**src/rtl/sbit_emu_pkg.sv**
```systemverilog
// Shared encodings, widths and helpers for the VFAT3 S-bit frame emulator.
package sbit_emu_pkg;

  localparam int unsigned SETTLE_CYCLES = 4;
  localparam int unsigned SETTLE_CNT_W  = $clog2(SETTLE_CYCLES);
  localparam int unsigned PHASE_W       = 3;
  localparam int unsigned GLITCH_W      = 12;
  localparam int unsigned FCNT_W        = 16;
  localparam int unsigned MODE_W        = 2;
  localparam int unsigned SOF_W         = 8;

  typedef enum logic [MODE_W-1:0] {
    MODE_USER = 2'd0,
    MODE_WALK = 2'd1,
    MODE_CNT  = 2'd2,
    MODE_ZERO = 2'd3
  } emu_mode_e;

  typedef enum logic [1:0] {
    ST_IDLE   = 2'd0,
    ST_SETTLE = 2'd1,
    ST_RUN    = 2'd2
  } emu_state_e;

  // SoF bit k pairs with receiver slip k+1, so phase p marks bit (p-1) mod 8.
  function automatic logic [SOF_W-1:0] sof_onehot(input logic [PHASE_W-1:0] p);
    return SOF_W'(1) << PHASE_W'(p - PHASE_W'(1));
  endfunction

endpackage

```
**src/rtl/lane_rotator.sv**
```systemverilog
// One lane: registered barrel shift of {cur, prev} by the emulated frame phase.
module lane_rotator
  import sbit_emu_pkg::*;
#(
  parameter int unsigned FRAME_SIZE = 8
) (
  input  logic                  clock,
  input  logic                  reset_i,
  input  logic                  load_i,
  input  logic [PHASE_W-1:0]    phase_i,
  input  logic [FRAME_SIZE-1:0] cur_i,
  input  logic [FRAME_SIZE-1:0] prev_i,
  output logic [FRAME_SIZE-1:0] out_o
);

  logic [2*FRAME_SIZE-1:0] cat;
  logic [FRAME_SIZE-1:0]   out_d;
  logic [FRAME_SIZE-1:0]   out_q;

  always_comb begin
    cat   = {cur_i, prev_i};
    out_d = '0;
    if (load_i) begin
      out_d = FRAME_SIZE'(cat >> (FRAME_SIZE - 32'(phase_i)));
    end
  end

  always_ff @(posedge clock) begin
    if (reset_i) begin
      out_q <= '0;
    end else begin
      out_q <= out_d;
    end
  end

  assign out_o = out_q;

endmodule

```
**src/rtl/sbit_frame_emulator.sv**
```systemverilog
// Transmit-side VFAT3 S-bit link emulator: phase-rotated frames, one-hot SoF,
// settle handling on phase changes and periodic SoF glitch injection.
module sbit_frame_emulator
  import sbit_emu_pkg::*;
#(
  parameter int unsigned MXSBITS    = 64,
  parameter int unsigned FRAME_SIZE = 8
) (
  input  logic                  clock,
  input  logic                  reset_i,
  input  logic                  enable_i,
  input  logic [MODE_W-1:0]     mode_i,
  input  logic [MXSBITS-1:0]    sbits_i,
  input  logic [PHASE_W-1:0]    phase_i,
  input  logic [GLITCH_W-1:0]   glitch_period_i,
  output logic [MXSBITS-1:0]    sbits_o,
  output logic [FRAME_SIZE-1:0] start_of_frame_o,
  output logic                  glitch_o,
  output logic                  settling_o,
  output logic [FCNT_W-1:0]     frame_count_o
);

  localparam int unsigned NUM_LANES = MXSBITS / FRAME_SIZE;
  localparam int unsigned WALK_W    = $clog2(MXSBITS);

  emu_state_e state_q, state_d;

  logic [SETTLE_CNT_W-1:0] settle_cnt_q, settle_cnt_d;
  logic [PHASE_W-1:0]      phase_q, phase_d;
  logic [WALK_W-1:0]       walk_q, walk_d;
  logic [MXSBITS-1:0]      cur_q, cur_d;
  logic [MXSBITS-1:0]      prev_q, prev_d;
  logic [FRAME_SIZE-1:0]   sof_q, sof_d;
  logic                    glitch_q, glitch_d;
  logic                    settling_q, settling_d;
  logic [FCNT_W-1:0]       fcnt_q, fcnt_d;
  logic [GLITCH_W-1:0]     gcnt_q, gcnt_d;

  logic                    emit;
  logic                    enter_run;
  logic                    in_settle;
  logic                    phase_chg;
  logic                    run_now;
  logic                    run_next;
  logic                    fire;
  logic [GLITCH_W-1:0]     gcnt_inc;
  logic [WALK_W-1:0]       widx;
  logic [FRAME_SIZE-1:0]   cnt_byte;

  always_ff @(posedge clock) begin
    if (reset_i) begin
      state_q <= ST_IDLE;
    end else begin
      state_q <= state_d;
    end
  end

  always_comb begin
    state_d = state_q;
    case (state_q)
      ST_IDLE:   if (enable_i) state_d = ST_SETTLE;
      ST_SETTLE: if (settle_cnt_q == SETTLE_CNT_W'(SETTLE_CYCLES - 1)) state_d = ST_RUN;
      ST_RUN:    if (phase_i != phase_q) state_d = ST_SETTLE;
      default:   state_d = ST_IDLE;
    endcase
    if (!enable_i) state_d = ST_IDLE;
  end

  // A RUN cycle emits the frame captured one cycle earlier, unless enable drops.
  always_comb begin
    emit      = 1'b0;
    enter_run = 1'b0;
    in_settle = 1'b0;
    phase_chg = 1'b0;
    run_now   = (state_q == ST_RUN);
    run_next  = (state_d == ST_RUN);
    case (state_q)
      ST_SETTLE: begin
        in_settle = enable_i;
        enter_run = run_next;
      end
      ST_RUN: begin
        emit      = enable_i;
        phase_chg = (state_d == ST_SETTLE);
      end
      default: ;
    endcase
  end

  // Stage 1 source select; the count byte anticipates the frames emitted before it leaves.
  always_comb begin
    widx     = enter_run ? '0 : walk_q;
    walk_d   = run_next ? WALK_W'(widx + WALK_W'(1)) : walk_q;
    cnt_byte = FRAME_SIZE'(fcnt_q) + FRAME_SIZE'(run_now) + FRAME_SIZE'(run_next);
    case (mode_i)
      MODE_USER: cur_d = sbits_i;
      MODE_WALK: cur_d = MXSBITS'(1) << widx;
      MODE_CNT:  cur_d = {NUM_LANES{cnt_byte}};
      default:   cur_d = '0;
    endcase
    prev_d       = enter_run ? '0 : cur_q;
    settle_cnt_d = (state_q == ST_SETTLE) ? SETTLE_CNT_W'(settle_cnt_q + SETTLE_CNT_W'(1)) : '0;
    phase_d      = enter_run ? phase_i : phase_q;
  end

  // Glitch counter, SoF encode and frame counter for the stage-2 output registers.
  always_comb begin
    gcnt_inc = GLITCH_W'(gcnt_q + GLITCH_W'(1));
    fire     = emit && !phase_chg && (glitch_period_i != '0) && (gcnt_inc == glitch_period_i);
    gcnt_d   = gcnt_q;
    if (!enable_i || (glitch_period_i == '0)) begin
      gcnt_d = '0;
    end else if (emit) begin
      gcnt_d = (phase_chg || fire) ? '0 : gcnt_inc;
    end
    sof_d      = (emit && !fire) ? FRAME_SIZE'(sof_onehot(phase_q)) : '0;
    glitch_d   = fire;
    settling_d = in_settle;
    fcnt_d     = fcnt_q;
    if (!enable_i) begin
      fcnt_d = '0;
    end else if (emit) begin
      fcnt_d = FCNT_W'(fcnt_q + FCNT_W'(1));
    end
  end

  always_ff @(posedge clock) begin
    if (reset_i) begin
      settle_cnt_q <= '0;
      phase_q      <= '0;
      walk_q       <= '0;
      cur_q        <= '0;
      prev_q       <= '0;
      sof_q        <= '0;
      glitch_q     <= 1'b0;
      settling_q   <= 1'b0;
      fcnt_q       <= '0;
      gcnt_q       <= '0;
    end else begin
      settle_cnt_q <= settle_cnt_d;
      phase_q      <= phase_d;
      walk_q       <= walk_d;
      cur_q        <= cur_d;
      prev_q       <= prev_d;
      sof_q        <= sof_d;
      glitch_q     <= glitch_d;
      settling_q   <= settling_d;
      fcnt_q       <= fcnt_d;
      gcnt_q       <= gcnt_d;
    end
  end

  for (genvar l = 0; l < NUM_LANES; l++) begin : g_lane
    lane_rotator #(
      .FRAME_SIZE(FRAME_SIZE)
    ) u_rot (
      .clock  (clock),
      .reset_i(reset_i),
      .load_i (emit),
      .phase_i(phase_q),
      .cur_i  (cur_q[l*FRAME_SIZE +: FRAME_SIZE]),
      .prev_i (prev_q[l*FRAME_SIZE +: FRAME_SIZE]),
      .out_o  (sbits_o[l*FRAME_SIZE +: FRAME_SIZE])
    );
  end

  assign start_of_frame_o = sof_q;
  assign glitch_o         = glitch_q;
  assign settling_o       = settling_q;
  assign frame_count_o    = fcnt_q;

endmodule

```
**config.mk**
```make
export PLATFORM = sky130hd
export DESIGN_NAME = sbit_frame_emulator
export DESIGN_NICKNAME = d
export VERILOG_FILES = /design/src/rtl/sbit_emu_pkg.sv /design/src/rtl/lane_rotator.sv /design/src/rtl/sbit_frame_emulator.sv
export SDC_FILE = /design/constraint.sdc
export NUM_CORES = 1
export LEC_CHECK = 0
export ABC_AREA = 1
export CORE_ASPECT_RATIO = 0.7
export CORE_MARGIN = 3
export CORE_UTILIZATION = 44
export DETAILED_ROUTE_END_ITERATION = 10
export PLACE_DENSITY = 0.73
export SLEW_MARGIN = 20
export SYNTH_ARGS = -nofsm -noshare
export SYNTH_HDL_FRONTEND = slang
export SYNTH_HIERARCHICAL = 1
export SYNTH_SLANG_ARGS = --single-unit
```
**constraint.sdc**
```tcl
create_clock -name clock -period 3.3 [get_ports clock]
set_clock_uncertainty 0.05 [all_clocks]
set_input_delay 0.66 -clock clock [delete_from_list [all_inputs] [get_ports clock]]
set_output_delay 0.66 -clock clock [all_outputs]
set_load 0.03 [all_outputs]
```
## Word-level counts from Yosys, hierarchy flattened

Index checks and enable logic that the tools add are counted.

| word-level totals | value |
|---|---|
| flip-flop bits (word level) | 243 |
| output and inout bits | 90 |

| operators by class | value |
|---|---|
| $add $sub $neg | 8 |
| bitwise gates (word level) | 4 |
| eq/ne operators | 9 |
| reductions and logical operators | 19 |
| shift-type cells | 10 |
| muxes and demuxes | 10 |

Operator list:

| cell | count |
|---|---|
| $shr 16x32->8 | 8 |
| $pmux 64 s3 | 1 |
| $shl 1x6->64 const A | 1 |
| $add 16x1->16 const B | 1 |
| $add 8x1->8 | 2 |
| $add 12x1->12 const B | 1 |
| $eq 12x12->1 | 1 |
| $logic_not 12->1 | 1 |
| $mux 12 | 1 |
| $reduce_bool 12->1 | 1 |
| $reduce_or 2->1 | 6 |
| $eq 2x2->1 const B | 4 |
| $shl 1x3->8 const A | 1 |
| $add 6x1->6 const B | 1 |
| $eq 2x1->1 const B | 3 |
| $mux 2 | 3 |
| $mux 6 | 1 |
| $pmux 2 s3 | 1 |
| $sub 4x3->5 const A | 1 |
| $logic_and 1x1->1 | 4 |
| $logic_not 2->1 | 2 |
| $not 1->1 | 4 |
| $logic_not 1->1 | 3 |
| $mux 1 | 3 |
| 4 further kinds | 5 |

## Depth between registers and ports, before layout

| logic depth | value |
|---|---|
| depth in word-level cells | 14 |
| mapped depth | 14 |
| mapped depth without buffers | 14 |

## Cells and area by module

The synthesis kept the hierarchy.

By module, submodules not included:

| module | cells each | area each (um2) | instances |
|---|---|---|---|
| lane_rotator | 166 | 952.2 | 8 |
| sbit_frame_emulator | 984 | 7497.2 | 1 |

## Least setup slack after synthesis

OpenSTA, ideal clock, no wires.

| timing | value |
|---|---|
| path type | flip-flop to flip-flop |
| start point | register phase_q[2] |
| end point | register cur_q[12] |
| path slack | 0.472 ns |
| required time | 3.111 ns |
| cell stages (with the launch flop) | 15 |
| buffers on the path | 0 |
| arrival | 2.639 ns |
| period minus slack after synthesis | 2.828 ns |
| cell sequence | dfxtp_1 -> xnor2_1 -> nand3_1 -> inv_1 -> nand2_1 -> nand2_1 -> inv_1 -> fa_1 -> inv_1 -> ha_1 -> nand2_1 -> nor2_1 -> a21oi_1 -> o21ai_1 -> a31oi_1 |

| on the way | value |
|---|---|
| longest elaborated chain between the ends | 9 |
| elaborated cells between the ends (all ways) | 10 |

Ends and longest elaborated chain:

| element | RTL line | text |
|---|---|---|
| start, declared | sbit_frame_emulator.sv:29 | `logic [PHASE_W-1:0] phase_q, phase_d;` |
| start signal, assigned | sbit_frame_emulator.sv:141 | `phase_q <= phase_d;` |
| $ne 3x3->1 * | sbit_frame_emulator.sv:63 | `ST_RUN: if (phase_i != phase_q) state_d = ST_SETTLE;` |
| $mux 2 * | sbit_frame_emulator.sv:63 |  |
| $pmux 2 s3 * | sbit_frame_emulator.sv:60 | `case (state_q)` |
| $mux 2 * | sbit_frame_emulator.sv:66 | `if (!enable_i) state_d = ST_IDLE;` |
| $eq 2x2->1 * | sbit_frame_emulator.sv:76 | `run_next = (state_d == ST_RUN);` |
| branches (longest 3 deep; another with $add 8x1->8) | - |  |
| $pmux 64 s3 * | sbit_frame_emulator.sv:95 | `case (mode_i)` |
| end signal, assigned | sbit_frame_emulator.sv:143 | `cur_q <= cur_d;` |
| end, declared | sbit_frame_emulator.sv:31 | `logic [MXSBITS-1:0] cur_q, cur_d;` |

Mark *: on every way between the ends.
A chain may end at the register's enable or synchronous reset.

## Worst setup path in the final report

| timing | value |
|---|---|
| start point | input port phase_i[2] |
| end point | register cur_q[15] |

| on the way | value |
|---|---|
| longest elaborated chain between the ends | 9 |
| elaborated cells between the ends (all ways) | 10 |

Ends and longest elaborated chain:

| element | RTL line | text |
|---|---|---|
| start, declared | sbit_frame_emulator.sv:14 | `input logic [PHASE_W-1:0] phase_i,` |
| $ne 3x3->1 * | sbit_frame_emulator.sv:63 |  |
| $mux 2 * | sbit_frame_emulator.sv:63 |  |
| $pmux 2 s3 * | sbit_frame_emulator.sv:60 |  |
| $mux 2 * | sbit_frame_emulator.sv:66 |  |
| $eq 2x2->1 * | sbit_frame_emulator.sv:76 |  |
| branches (longest 3 deep; another with $add 8x1->8) | - |  |
| $pmux 64 s3 * | sbit_frame_emulator.sv:95 |  |

Marked as above.

==> qor.yml <==
outcome: "complete, no violations"
synth_ff_type: "dfxtp_1"
syn2layout_area_growth_pct: 18.11
yosysTopAreaCell: "dfxtp_1"
slew_violations: 0
cp_cell_sequence: "clkdlybuf4s50_1 -> xnor2_1 -> nand3_1 -> inv_1 -> nand2_1 -> nand2_1 -> inv_1 -> fa_1 -> nor2_1 -> inv_1 -> o21ai_0 -> nand3_1 -> a31oi_1"
initial_core_util: 0.4485
htreeDepth: 1
dieArea_sq_mm: 0.03665
synth-async-reset-ratio: 0
synth_top_area_frac: 0.3219
min_from: "settle_cnt_q[0]"
maxCapViolCount: 0
rows: 56
cp-end-kind: "flip-flop"
min_path_type: "reg2reg"
first_iter_violations: 1526
hold_end: "settle_cnt_q[0]"
mostFrequentLayoutCell: "nand2_1"
antenna_cells: 0
synthTopCellsByArea: "dfxtp_1 32%, nand2_1 20%, nand3_1 12%"
placed_cell_area_sq_mm: 0.01698
r2r_start: "gcnt_q[0]"
yosysWarnings: 6
drt_wl_total_um: 46460
synthAdderAreaFrac: 0.01540
min_period_ns: 2.795
syn_area_sq_mm: 0.01511
grt_max_degree: 65
cts_setup_buffers: 0
antenna_found_initial: 0
cpPeakStageDelay_ns: 0.50
synth_xor_area_frac: 0.003477
core_area_sq_mm: 0.03370
grtUsageTotal: 0.2506
synthDistinctLibCells: 45
ys_seq_area_frac: 0.3219
timing_hold_violations_final: 0
crit_type: "in2reg"
dr.pass1.iters: 6
holdBufCountCts: 0
grt_overflow: 0
critical_path_required_ns: 3.71
die_y_um: 161.1
drive_gt1_frac: 0.1193
rr_endpoint: "gcnt_q[0]"
route.antenna.remaining_nets: 0
power_density_mw_per_mm2: 359.2
root_buffer: "clkbuf_16"
cts_buffer_depth: 3
start_kind: "input port"
reg2reg_depth: 12
holdPathStages: 1
fin_area_sq_mm: 0.01785
cts_resized: 0
rrSetupSlack_ns: 0.66
place_ws_ns: -0.02528
rsz0062_at_grt: "no"
leakagePower_uw: 0.007253
syn_inst: 2312
ys_seq_elements: 243
maxSlewHeadroom: 0.5310
cts_made_buffers: 25
cts_tree: "done"
layout_common_cells: "785 x nand2_1, 370 x nand3_1, 242 x dfxtp_1"
via_count: 15420
synth_top_family_by_area: "simple AND/OR/NAND/NOR gates"
finalPower_uw: 6412
dp_hpwl_um: 35120
synth.avg_cell_area_sq_um: 6.537
setup_violations: 0
wire_per_inst_um: 15.78
grt_pass1_wl_um: 74390
synth_simple_gate_area_frac: 0.4711
clk_pin_slew_ns: 0.06
synth-compound-area-share: 0.06846
cp_max_fo: 8
nets: 2565
arrival_ns: 3.20
crit_slowest_cell: "clkdlybuf4s50_1"
setup_slack_ns: 0.5053
cpMostUsedCell: "inv_1"
syn-num-nets: 2414
drc_errors: 0
die_x_um: 227.5
synth_edf_count: 0
ir_worst_vdd_mv: 0.3248
grt_pass1_vias: 14130
synthMuxAreaShare: 0
gp_congestion: 0.9615
portBuffers: 173
fin_crit_sh: 0.8469
max_freq_mhz: 357.8
vias_per_cell: 5.237
worst_pin_slew_ns: 0.7018
clock-sinks: 243
io_pins: 174
worstSkewPairLatency_ns: 0.54
report_power, final:
group / total [uW] / switching [uW] / internal, uW / leakage [uW]
Sequential: 3000 / 34.7 / 2960 / 0.00196
Clock: 3040 / 1250 / 1790 / 0.000420
Combinational: 378 / 209 / 168 / 0.00487
Total: 6410 / 1500 / 4920 / 0.00725
logic make-up (layout without fill, tap and decap cells):
| group | Yosys count | in the layout |
|---|---|---|
| AOI/OAI and AO/OA | 172 | 172 |
| xor gates and xnor gates | 6 | 6 |
| adders and majority gates | 18 | 18 |
| buffers and inverters | 340 | 509 |
| DFF | 243 | 243 |
| and+or+nand+nor | 1533 | 1533 |
per-stage QoR:
step / cells / hold WS, ns / util / TNS (ns)
finish: 2945 / 0.3664 / 0.5297 / 0
global route: 2945 / 0.3792 / 0.5297 / 0
CTS: 2945 / 0.3687 / 0.5297 / 0
detailed placement: 2900 / 0.3599 / 0.5037 / -0.02610
global placement: 2900 / 0.3551 / 0.5037 / 0
floorplan: 2312 / 0.3461 / - / 0
layer usage:
| layer | GRT usage | wire length (um) |
|---|---|---|
| met5 | 0 | 0 |
| met4 | 0.07467 | 1628 |
| met3 | 0.04070 | 3494 |
| met2 | 0.3928 | 20290 |
| met1 | 0.3556 | 21040 |
area by class of cell:
class / instances / area (sq um)
clock buffer: 34 / 729.5
clock inverter: 11 / 147.6
fill: 3329 / 15850
inverter: 256 / 1051
multi-input combinational: 1729 / 8456
sequential: 243 / 4868
tap: 464 / 580.6
timing repair buffer: 208 / 2019
synth_stat cells, types with 15 or more instances:
| library cell | count |
|---|---|
| buf_2 | 15 |
| a31oi_1 | 64 |
| a21oi_2 | 19 |
| nand3_1 | 370 |
| dfxtp_1 | 243 |
| nor2_1 | 197 |
| o21ai_0 | 21 |
| inv_1 | 218 |
| nor2_4 | 22 |
| nand3_2 | 23 |
| clkbuf_1 | 20 |
| nand2_1 | 787 |
| buf_6 | 38 |
| nand2_2 | 65 |
| ha_1 | 17 |
| a21oi_1 | 57 |
critical path: cells and delay by family:
kind | cells | cell delay, ns
xor gates and xnor gates | 1 | 0.12
adders and majority gates | 1 | 0.41
buffers and inverters | 4 | 0.76
and+or+nand+nor | 5 | 0.79
AOI/OAI and AO/OA | 2 | 0.46
flip-flops by register name, summed over array words and instances, names as in the netlist:
signal / flops
cur_q: 64
g_lane.u_rot/out_o: 64
prev_q: 64
frame_count_o: 16
gcnt_q: 12
start_of_frame_o: 8
walk_q: 6
phase_q: 3
settle_cnt_q: 2
state_q: 2
glitch_o: 1
settling_o: 1
how the worst max path moves through the flow:
| stage | start | endpoint | slack (ns) | cells after the start |
|---|---|---|---|---|
| final | phase_i[2] | cur_q[15] | 0.51 | 13 |
| after global routing | phase_i[2] | cur_q[15] | 0.29 | 13 |
| after CTS | phase_i[1] | cur_q[15] | 0.55 | 13 |
| after detailed placement | phase_i[1] | cur_q[7] | -0.03 | 13 |
| after global placement | phase_i[2] | cur_q[31] | 0.10 | 13 |
| after floorplan | phase_q[2] | cur_q[12] | 0.47 | 14 |
Note: power is estimated with default switching activity, not from simulation.
==> RTL change: new RTL, same flow settings <==
Change the package constant `GLITCH_W` from 12 to 6.
--- a/src/rtl/sbit_emu_pkg.sv
+++ b/src/rtl/sbit_emu_pkg.sv
@@ -4,7 +4,7 @@
   localparam int unsigned SETTLE_CYCLES = 4;
   localparam int unsigned SETTLE_CNT_W  = $clog2(SETTLE_CYCLES);
   localparam int unsigned PHASE_W       = 3;
-  localparam int unsigned GLITCH_W      = 12;
+  localparam int unsigned GLITCH_W      = 6;
   localparam int unsigned FCNT_W        = 16;
   localparam int unsigned MODE_W        = 2;
   localparam int unsigned SOF_W         = 8;
Ports: changed (resized glitch_period_i); port bits go from 174 to 168. No check against the original RTL was run, so the function may have changed too.
==> RTL change against the original RTL <==
Wire length decreased by 7.5%; sequential share of layout area grew 0.82 points; first-iteration DRC count is 8.4% lower; power down 4.7%; setup slack improved by 11 ps; clock power shrank 6.6%; fmax increased by 0.38%; sequential cell count shrank 6; critical path depth grew 1; synthesized area is 5.8% lower; register-to-register slack improved by 30 ps; final area down 5.3%.
==> RTL change: results (changes against the original RTL) <==
Run status: completed (unchanged)
GPL Wtd Cong: 0.972 (was 0.962)
Routed WL: 43.0 mm (was 46.5 mm)
Cells after Synth: 2192 (was 2312)
Yosys cell types: 42 (was 45)
Clk pwr share: 46.5% (was 47.4%)
Worst r2r dst: cur_q[60]$_SDFF_PP0_ (was gcnt_q[0]$_SDFFE_PP0P_)
Final #Nets: 2436 (was 2565)
P_comb: 347 uW (was 378 uW)
Crit path from: enable_i (was phase_i[2])
P_leak: 0.00701 uW (was 0.00725 uW)
Total number of vias: 14500 (was 15400)
Reg-to-Reg Start: state_q[1]$_SDFF_PP0_ (was gcnt_q[0]$_SDFFE_PP0P_)
DP Area: 16100 um^2 (was 17000 um^2)
Worst Reg-to-Reg Cells: 13 (was 12)
Largest net degree at the start of global routing: 74 (was 65)
P_sw: 1440 uW (was 1500 uW)
Mapped Nets: 2286 (was 2414)
Worst VDD drop: 328 uV (was 325 uV)
Pre-CTS setup slack: 17.1 ps (was -25.3 ps)
Vias in the first global route: 13400 (was 14100)
Layout filler cell count: 3040 (was 3329)
Area of the multi-input gates: 7820 um^2 (was 8460 um^2)
Flop pwr share: 47.9% (was 46.8%)
First-pass GRT wire length: 69.5 mm (was 74.4 mm)
Share of cells above drive strength 1: 10.5% (was 11.9%)
Most frequent cells after synthesis: 757 x nand2_1, 363 x nand3_1, 237 x dfxtp_1 (was 787 x nand2_1, 370 x nand3_1, 243 x dfxtp_1)
Placed instance count: 2735 (was 2900)
Min Hold Slack: 372 ps (was 366 ps)
DRT iter0 DRCs: 1398 (was 1526)
Slew margin rel.: 48.4% (was 53.1%)
DPL Wire Length: 32.6 mm (was 35.1 mm)
Top cells by area, synth: dfxtp_1 33%, nand2_1 20%, nand3_1 13% (was dfxtp_1 32%, nand2_1 20%, nand3_1 12%)
Post-synthesis sequential area ratio: 33.3% (was 32.2%)
Gr usage total: 24.4% (was 25.1%)
-- RTL change: layout make-up --
| class | count | share of cell area (%) |
|---|---|---|
| well taps | 420 | 3.11 |
| flip-flops and latches | 237 | 28.1 |
| repair buffers | 202 | 11.7 |
| inverters | 244 | 5.97 |
| clock inverters | 13 | 0.784 |
| clock buffers | 33 | 4.06 |
| multi-input cells | 1632 | 46.3 |
-- RTL change: cells by family (layout without fill, tap and decap cells) --
kind of cell,Yosys count,in the layout,share of synthesized area [%]
AOI/OAI and AO/OA,149,149,6.12
and+or+nand+nor,1458,1458,46.7
DFF,237,237,33.3
buffers and inverters,323,492,11.9
xor gates and xnor gates,9,9,0.553
adders and majority gates,16,16,1.46
-- RTL change: worst max path at each step --
stage	to	slack (ps)	cells past startpoint
final	cur_q[60]$_SDFF_PP0_	520	14
after floorplan	cur_q[12]$_SDFF_PP0_	560	10
after detailed placement	cur_q[23]$_SDFF_PP0_	20	13
after global routing	cur_q[55]$_SDFF_PP0_	300	12
after global placement	cur_q[62]$_SDFF_PP0_	120	14
after CTS	cur_q[23]$_SDFF_PP0_	580	13
-- RTL change: per-layer routing --
metal / vias up / track usage, % / wire, um
met5: - / 0 / 0
met4: 0 / 9.19 / 1720
met3: 107 / 3.88 / 3380
met2: 604 / 38.6 / 18700
met1: 6523 / 33.9 / 19200
li1: 7291 / - / -
-- RTL change: critical path, stage by stage --
cell	delay, ps
clkdlybuf4s50_1	530
inv_2	90
nor2_8	110
nand4_1	150
nand2_1	120
inv_1	70
fa_1	420
inv_1	80
ha_1	170
nand2_1	100
o21bai_1	160
o211ai_1	110
buf_4	220
a31oi_1	190
